--- src/rtl/frame_stream_pkg.sv ---
// Shared types and sizing helpers for the frame streamer.
package frame_stream_pkg;

    typedef enum logic [1:0] {
        ST_IDLE,
        ST_STREAM,
        ST_GAP
    } state_t;

    function automatic int pix_count(input int width, input int height);
        return width * height;
    endfunction

    // Never narrower than one bit, even for a single-pixel frame.
    function automatic int addr_w(input int width, input int height);
        int n;
        n = width * height;
        return (n > 1) ? $clog2(n) : 1;
    endfunction

endpackage

--- src/rtl/frame_streamer_skid.sv ---
// Two-entry output buffer behind a one-cycle-latency RAM; latency 0 (RAM data bypasses when empty).
// Holds data/valid stable under backpressure; reports free slots net of the read in flight.
module stream_skid_buffer #(
    parameter int W = 32
) (
    input  logic         clk,
    input  logic         reset,
    input  logic         push_i,
    input  logic [W-1:0] ret_data_i,
    input  logic         y_ready_i,
    output logic [W-1:0] y_data_o,
    output logic         y_valid_o,
    output logic [1:0]   free_o
);

    logic         inflight_q;
    logic [1:0]   cnt_q, cnt_d;
    logic [W-1:0] ent0_q, ent0_d, ent1_q, ent1_d;
    logic         pop;

    assign y_valid_o = (cnt_q != 2'd0) || inflight_q;
    assign y_data_o  = (cnt_q != 2'd0) ? ent0_q : (inflight_q ? ret_data_i : '0);
    assign pop       = y_valid_o && y_ready_i;
    assign free_o    = 2'd2 - cnt_q - {1'b0, inflight_q};

    // Logical queue is {stored entries, returning RAM word}; pop removes its head.
    always_comb begin
        cnt_d  = cnt_q;
        ent0_d = ent0_q;
        ent1_d = ent1_q;
        case (cnt_q)
            2'd0: begin
                if (inflight_q && !pop) begin
                    ent0_d = ret_data_i;
                    cnt_d  = 2'd1;
                end
            end
            2'd1: begin
                if (pop) begin
                    if (inflight_q) ent0_d = ret_data_i;
                    else            cnt_d  = 2'd0;
                end else if (inflight_q) begin
                    ent1_d = ret_data_i;
                    cnt_d  = 2'd2;
                end
            end
            default: begin
                if (pop) begin
                    ent0_d = ent1_q;
                    cnt_d  = 2'd1;
                end
            end
        endcase
    end

    always_ff @(posedge clk) begin
        if (reset) begin
            inflight_q <= 1'b0;
            cnt_q      <= 2'd0;
            ent0_q     <= '0;
            ent1_q     <= '0;
        end else begin
            inflight_q <= push_i;
            cnt_q      <= cnt_d;
            ent0_q     <= ent0_d;
            ent1_q     <= ent1_d;
        end
    end

endmodule

--- src/rtl/frame_streamer.sv ---
// Streams a WIDTH x HEIGHT frame from a sync RAM as a valid/ready producer; first pixel 2 cycles after start.
// Honours ready backpressure losslessly; FRAME_STREAMER_PATTERN_EN adds a synthetic ramp source.
module frame_streamer
    import frame_stream_pkg::*;
#(
    parameter int W      = 32,
    parameter int W_FRAC = 16,
    parameter int WIDTH  = 320,
    parameter int HEIGHT = 240,
    parameter int GAP    = 4,
    localparam int ADDR_W = addr_w(WIDTH, HEIGHT)
) (
    input  logic              clk,
    input  logic              reset,
    input  logic              start,
    input  logic              continuous,
`ifdef FRAME_STREAMER_PATTERN_EN
    input  logic              pattern_sel,
`endif
    output logic              rd_en,
    output logic [ADDR_W-1:0] rd_addr,
    input  logic [W-1:0]      rd_data,
    output logic [W-1:0]      y_data,
    output logic              y_valid,
    input  logic              y_ready,
    output logic              busy,
    output logic              frame_done
);

    localparam int PIX   = pix_count(WIDTH, HEIGHT);
    localparam int CNT_W = ADDR_W + 1;
    localparam int GAP_W = (GAP > 1) ? $clog2(GAP) : 1;
    localparam logic [CNT_W-1:0]  PIX_L    = CNT_W'(PIX);
    localparam logic [ADDR_W-1:0] PX_LAST  = ADDR_W'(PIX - 1);
    localparam logic [GAP_W-1:0]  GAP_LAST = GAP_W'(GAP - 1);

    if (GAP < 1 || W_FRAC >= W) begin : g_bad_params
        $error("frame_streamer: GAP must be >= 1 and W_FRAC < W");
    end

    state_t            state_q, state_d;
    logic [CNT_W-1:0]  rd_cnt_q, rd_cnt_d;
    logic [ADDR_W-1:0] px_cnt_q, px_cnt_d;
    logic [GAP_W-1:0]  gap_cnt_q, gap_cnt_d;
    logic              issue;
    logic              hs;
    logic [1:0]        free;
    logic [W-1:0]      ret_data;

    assign rd_addr    = rd_cnt_q[ADDR_W-1:0];
    assign hs         = y_valid && y_ready;
    assign busy       = (state_q != ST_IDLE);
    assign frame_done = (state_q == ST_GAP) && (gap_cnt_q == '0);

`ifdef FRAME_STREAMER_PATTERN_EN
    // Ramp source mimics the RAM's one-cycle latency so the buffer sees identical timing.
    logic [ADDR_W-1:0] pat_addr_q;
    always_ff @(posedge clk) begin
        if (reset)      pat_addr_q <= '0;
        else if (issue) pat_addr_q <= rd_addr;
    end
    assign rd_en    = issue && !pattern_sel;
    assign ret_data = pattern_sel ? (W'(pat_addr_q) << W_FRAC) : rd_data;
`else
    assign rd_en    = issue;
    assign ret_data = rd_data;
`endif

    always_comb begin
        state_d   = state_q;
        rd_cnt_d  = rd_cnt_q;
        px_cnt_d  = px_cnt_q;
        gap_cnt_d = gap_cnt_q;
        issue     = 1'b0;
        case (state_q)
            ST_IDLE: begin
                if (start) begin
                    state_d  = ST_STREAM;
                    rd_cnt_d = '0;
                    px_cnt_d = '0;
                end
            end
            ST_STREAM: begin
                if (rd_cnt_q < PIX_L && free != 2'd0) begin
                    issue    = 1'b1;
                    rd_cnt_d = rd_cnt_q + 1'b1;
                end
                if (hs) begin
                    if (px_cnt_q == PX_LAST) begin
                        state_d   = ST_GAP;
                        px_cnt_d  = '0;
                        gap_cnt_d = '0;
                        rd_cnt_d  = '0;
                    end else begin
                        px_cnt_d = px_cnt_q + 1'b1;
                    end
                end
            end
            ST_GAP: begin
                if (gap_cnt_q == GAP_LAST) begin
                    // Pixel 0 is fetched in the last gap cycle so valid rises right after the gap.
                    if (continuous) begin
                        state_d  = ST_STREAM;
                        issue    = 1'b1;
                        rd_cnt_d = CNT_W'(1);
                        px_cnt_d = '0;
                    end else begin
                        state_d = ST_IDLE;
                    end
                end else begin
                    gap_cnt_d = gap_cnt_q + 1'b1;
                end
            end
            default: state_d = ST_IDLE;
        endcase
    end

    always_ff @(posedge clk) begin
        if (reset) begin
            state_q   <= ST_IDLE;
            rd_cnt_q  <= '0;
            px_cnt_q  <= '0;
            gap_cnt_q <= '0;
        end else begin
            state_q   <= state_d;
            rd_cnt_q  <= rd_cnt_d;
            px_cnt_q  <= px_cnt_d;
            gap_cnt_q <= gap_cnt_d;
        end
    end

    stream_skid_buffer #(.W(W)) u_skid (
        .clk        (clk),
        .reset      (reset),
        .push_i     (issue),
        .ret_data_i (ret_data),
        .y_ready_i  (y_ready),
        .y_data_o   (y_data),
        .y_valid_o  (y_valid),
        .free_o     (free)
    );

endmodule

--- config.mk ---
export PLATFORM = sky130hd
export DESIGN_NAME = frame_streamer
export DESIGN_NICKNAME = d
export VERILOG_FILES = /design/src/rtl/frame_stream_pkg.sv /design/src/rtl/frame_streamer_skid.sv /design/src/rtl/frame_streamer.sv
export SDC_FILE = /design/constraint.sdc
export NUM_CORES = 1
export LEC_CHECK = 0
export ABC_AREA = 1
export BUFFER_PORTS_ARGS = -buffer_cell sky130_fd_sc_hd__buf_2
export CORE_MARGIN = 2
export CORE_UTILIZATION = 55
export CTS_CLUSTER_SIZE = 8
export DETAILED_ROUTE_END_ITERATION = 7
export MAX_ROUTING_LAYER = met4
export PLACE_DENSITY = 0.78
export SYNTH_ARGS = -nofsm -noshare
export SYNTH_HDL_FRONTEND = slang
export SYNTH_SLANG_ARGS = --single-unit
--- constraint.sdc ---
create_clock -name clk -period 2.2 [get_ports clk]
set_input_delay 0.22 -clock clk [delete_from_list [all_inputs] [get_ports clk]]
set_output_delay 0.22 -clock clk [all_outputs]
set_load 0.02 [all_outputs]
After elaboration in Yosys (flattened, before gate mapping)
Cells that the tools add are included.
{"block": "op_classes", "n_eq_ne": 16, "bitwise": 1, "addsub": 5, "muxes": 40, "n_lt_le_gt_ge": 1, "reduce_logical": 23}
{"op": "32-bit two-way mux", "count": 6}
{"op": "18-bit two-way mux", "count": 6}
{"op": "17-bit two-way mux", "count": 5}
{"op": "32-bit one-hot mux with 2 select lines", "count": 1}
{"op": "18-bit one-hot mux with 3 select lines", "count": 1}
{"op": "17-bit one-hot mux with 3 select lines", "count": 1}
{"op": "2-bit two-way mux", "count": 12}
{"op": "4-bit AND reduction", "count": 5}
{"op": "18-bit by 1-bit adder with 18-bit output (second input constant)", "count": 1}
{"op": "18-bit by 17-bit less-than comparator with 1-bit output (second input constant)", "count": 1}
{"op": "17-bit by 1-bit adder with 17-bit output (second input constant)", "count": 1}
{"op": "17-bit equality test (second input constant)", "count": 1}
{"op": "2-bit by 1-bit inequality test with 1-bit output (second input constant)", "count": 5}
{"op": "2-bit nonzero test", "count": 5}
{"op": "2-bit inequality test (second input constant)", "count": 4}
{"op": "2-bit one-hot mux with 2 select lines", "count": 2}
{"op": "2-bit logical NOT", "count": 3}
{"op": "2-bit one-hot mux with 3 select lines", "count": 1}
{"op": "3-bit nonzero test", "count": 2}
{"op": "5-bit AND reduction", "count": 1}
{"op": "2-bit by 1-bit equality test with 1-bit output (second input constant)", "count": 2}
{"op": "2-bit equality test (second input constant)", "count": 2}
{"op": "1-bit logical AND", "count": 4}
{"op": "1-bit two-way mux", "count": 4}
{"op": "other kinds (10)", "count": 10}
{"block": "totals", "inputBits": 37, "output_inout_bits": 53, "register_bits": 106}

Longest topological paths before layout
{"block": "depth", "ltp_word": 8, "ltp_mapped": 13, "depth_no_buf": 12}

Modules after synthesis
A second synthesis with hierarchy kept.
{"block": "hier_totals", "hier_cells": 851, "hier_area_um2": 5637.9}
{"mod": "stream_skid_buffer", "seq_area_each_um2": 1341.3, "n_inst": 1, "cells_each": 481, "area_each_um2": 3173.0}
{"mod": "frame_streamer", "seq_area_each_um2": 780.7, "n_inst": 1, "cells_each": 370, "area_each_um2": 2464.9}

Worst setup path before layout
OpenSTA, ideal clock, no wires.
{"block": "synth_timing", "kind": "register to register", "start": "reg u_skid.cnt_q[0]", "end": "reg u_skid.inflight_q", "arrival_time_ps": 1852, "period_less_slack_ps": 1913, "setup_time_ps": 61, "path_stages_with_launch": 10, "slack_ps": 287, "n_path_buf": 0, "cell_sequence": "dfxtp_1 > inv_1 > ha_1 > or2_0 > nand2_2 > nand3_4 > inv_1 > nand2_1 > a21oi_1 > and2_1"}
{"block": "synth_via", "elab_chain_len": 6}
{"element": "start, declared", "line": "frame_streamer_skid.sv:17", "text": "logic [1:0] cnt_q, cnt_d;"}
{"element": "start signal, assigned", "line": "frame_streamer_skid.sv:64", "text": "cnt_q <= cnt_d;"}
{"element": "2-bit subtractor", "line": "frame_streamer_skid.sv:24", "text": "assign free_o = 2'd2 - cnt_q - {1'b0, inflight_q};"}
{"element": "2-bit by 1-bit subtractor with 2-bit output", "line": "frame_streamer_skid.sv:24"}
{"element": "2-bit nonzero test", "line": "frame_streamer.sv:84", "text": "if (rd_cnt_q < PIX_L && free != 2'd0) begin"}
{"element": "1-bit logical AND", "line": "frame_streamer.sv:84"}
{"element": "1-bit two-way mux", "line": "frame_streamer.sv:84"}
{"element": "1-bit one-hot mux with 2 select lines", "line": "frame_streamer.sv:75", "text": "case (state_q)"}
{"element": "via rd_en", "line": "frame_streamer.sv:20", "text": "output logic rd_en,"}
{"element": "end signal, assigned", "line": "frame_streamer_skid.sv:63", "text": "inflight_q <= push_i;"}
{"element": "end, declared", "line": "frame_streamer_skid.sv:16", "text": "logic inflight_q;"}
The timed path passes the listed nets, and every way through them passes these cells.
A chain may end at the register's enable or synchronous reset.

Final worst setup path
{"block": "layout_timing", "start": "reg u_skid.inflight_q", "end": "out rd_en"}
{"block": "layout_via", "elab_chain_len": 5}
{"element": "2-bit by 1-bit subtractor with 2-bit output", "line": "frame_streamer_skid.sv:24"}
{"element": "2-bit nonzero test", "line": "frame_streamer.sv:84"}
{"element": "1-bit logical AND", "line": "frame_streamer.sv:84"}
{"element": "1-bit two-way mux", "line": "frame_streamer.sv:84"}
{"element": "1-bit one-hot mux with 2 select lines", "line": "frame_streamer.sv:75"}
{"element": "end, declared", "line": "frame_streamer.sv:20"}
Every way passes these cells.

==> run metrics <==
global route overflow 0; mux contribution to synthesized area 0.1901%; antenna-violating nets left 0; worst path bufs/invs 3; Relative slew margins 70.23%; # IOs 90; maximum number of pins on one net before global-route repair 66; DRT Wirelength 12250 um; Routed wire per std cell 12.99 um; clock power share 26.6%; Worst Hold Class in2reg; CP Class reg2out; largest fanout on the critical path 4; register area share after synthesis 40.30%; DRT iter0 DRCs 170; Compound-Gate Fraction of Synth Area 23.24%; Critical Path Max Stage Delay 0.37 ns; final slew viol count 0; Hold Path Sink u_skid.cnt_q[0]; NetSw 1.632 mW; CTS H-tree lvls 3; synth unique cells 41; gr usage total 25.61%; number of port buffers 89; CTS tree built; Syn-to-layout area delta 13.31%; Pint 3.007 mW; status finished, final reports clean; Residual DRC 0; RSZ-0062 raised after global routing no; EDFF count, synth 0; Req. time, crit path 1.98 ns; TNS Setup 0 ns; Placed Area 0.005705 mm^2; largest family of logic cells by synthesized area compound AO/OA/AOI/OAI gates; clk slew on worst S/H paths 0.10 ns; pwr dens 777.6 mW/mm^2; worst vdd ir 0.0003728 V; dominant synthesized flop cell dfxtp_1; root buf cell clkbuf_8; layout cells sized above 1 18.70%; FFs w/ async S/R, synth 0%; FP Rows 35; RR Endpoint px_cnt_q[12]; Critical Path Start Type flip-flop; syn avg cell area 7.096 um^2; final period utilization 93.53%; via count 5076; chip height 101.8 um; worst-margin pin slew 0.4431 ns; Num CTS Buffers 9; synthesized flop and latch total 106; Top Family by Delay on Critical Path simple AND/OR/NAND/NOR gates; hpwl dp 8593 um; Clock Sinks 106; Synth Cell Area 0.005265 mm^2; combinational group share of total power 28.7%; Synth Area in XOR/XNOR 1.164%; hold path start y_ready; crit path cell chain inv_1 > ha_2 > or2_1 > nand2_2 > nand3_4 > inv_2 > nand2_1 > a21oi_2 > buf_6; FF-to-FF path depth 11; fraction of the mapped netlist area in simple logic gates 19.82%; CTS Buffer Depth 2; switching part of the total 35.18%; Synth Area in Adders 2.139%; LEAKAGE 2.434 nW; Cells after Synth 742; Vias per Instance 5.383; fin util 64.26%; Critical-path top delay cell dfxtp_4; crit path time final 2.058 ns; starting density of the core 56.71%; Crit path arrival time 1.84 ns; vias in the first global route 4904; RR Startpoint state_q[0]; die area 0.01037 mm^2; Die Wd 101.8 um; first-pass GRT wire length 21160 um; YS warnings 0; Total Nets Final 854; Placer Congestion 0.9131; initial antenna violation count 1; FMAX 0.4860 GHz; Sequential Power Share 44.7%; count of final hold-check violations 0; hold buffer count at CTS 0; Post-Syn Nets 788; Clk Latency, worst-skew pair 0.37 ns; nature of the critical path endpoint output port; Max-Cap Viols 0; Pre-antenna DRT Iters 4; final setup vio count 0; Core Box Area 0.009284 mm^2; cell area after layout 0.005966 mm^2; Final Skew 0.009691 ns; hold path depth 2; flop-to-flop setup slack 0.21 ns
Yosys cell counts, types with 9 or more instances:
cell type	n	area share, %
a21oi_1	83	7.9
buf_4	17	2.4
clkbuf_1	19	1.4
dfxtp_1	106	40
ha_1	9	2.1
inv_1	106	7.6
nand2_1	105	7.5
nand3_1	21	2.0
nor2_1	52	3.7
nor3_1	17	1.6
o21ai_0	100	9.5
o22ai_1	32	3.8
registers in the layout, indices dropped and copies added, names as in the netlist:
name / count
rd_cnt_q: 18
u_skid.inflight_q: 1
u_skid.ent0_q: 32
u_skid.ent1_q: 32
px_cnt_q: 17
state_q: 2
u_skid.cnt_q: 2
gap_cnt_q: 2
power by group through the flow:
stage	logic, mW	clock network, mW	registers [mW]
floorplan	0.950	0	2.11
global route	1.48	1.35	2.09
detailed placement	1.30	0	2.12
finish	1.33	1.24	2.07
CTS	1.33	1.26	2.07
global placement	1.26	0	2.11
metal layers:
layer	share of wire [%]	wire length (um)	up-vias	global-route usage (%)
met5	0	0	-	-
met4	1.7	204	0	8.410
met3	4.8	592	20	5.746
met2	51	6289	115	45.19
met1	42	5168	2381	28.65
li1	-	-	2560	-
timing repair:
item | 4_1_cts | 5_1_grt
resized for setup | 6 | 5
pin swaps | 1 | 4
endpoints found under the setup margin | 1 | 1
gates cloned | 0 | 0
setup buffers | 3 | 2
cells in the final DEF (no fill, tap or decap), drive strengths merged, types with 17 or more instances in the layout:
master  instances
nor3           17
nand2         111
nor2           58
inv           112
dfxtp         106
o21ai         106
buf           107
o22ai          32
a21oi          83
nand3          23
logic make-up after synthesis:
logic type,count (synthesis)
fa+ha+maj,9
simple gates,228
mux,1
compound gates,229
buf+inv,162
flops,106
xor+xnor,7
final cells by class:
type | instances | area, um^2
inverters | 110 | 415.4
flip-flops and latches | 106 | 2130
clock buffers | 9 | 123.9
diodes | 1 | 2.502
repair buffers | 107 | 599.3
clock inverters | 7 | 76.32
well taps | 129 | 161.4
multi-input cells | 474 | 2457
fillers | 869 | 3318
through the flow:
step           hold slack (ns)  setup slack (ns)  cells  total power [mW]
2_1_floorplan           0.2891            0.2872    742             3.059
4_1_cts                0.08294          0.001955    940             4.659
5_1_grt                 0.1083          0.004675    943             4.912
6_report                0.1055            0.1423    943             4.639
3_3_place_gp            0.4319            0.2715    921             3.369
3_5_place_dp            0.4394            0.1650    921             3.415
worst max path at each step:
stage / from / end / slack, ns / depth (start not counted)
floorplan: u_skid.cnt_q[0] / u_skid.inflight_q / 0.29 / 9
global placement: u_skid.cnt_q[0] / rd_en / 0.27 / 9
detailed placement: u_skid.cnt_q[0] / rd_en / 0.17 / 9
CTS: u_skid.inflight_q / rd_en / 0.002 / 9
global route: u_skid.inflight_q / rd_en / 0.005 / 9
finish: u_skid.inflight_q / rd_en / 0.14 / 9
No activity file was read; power rests on OpenSTA's default activity.
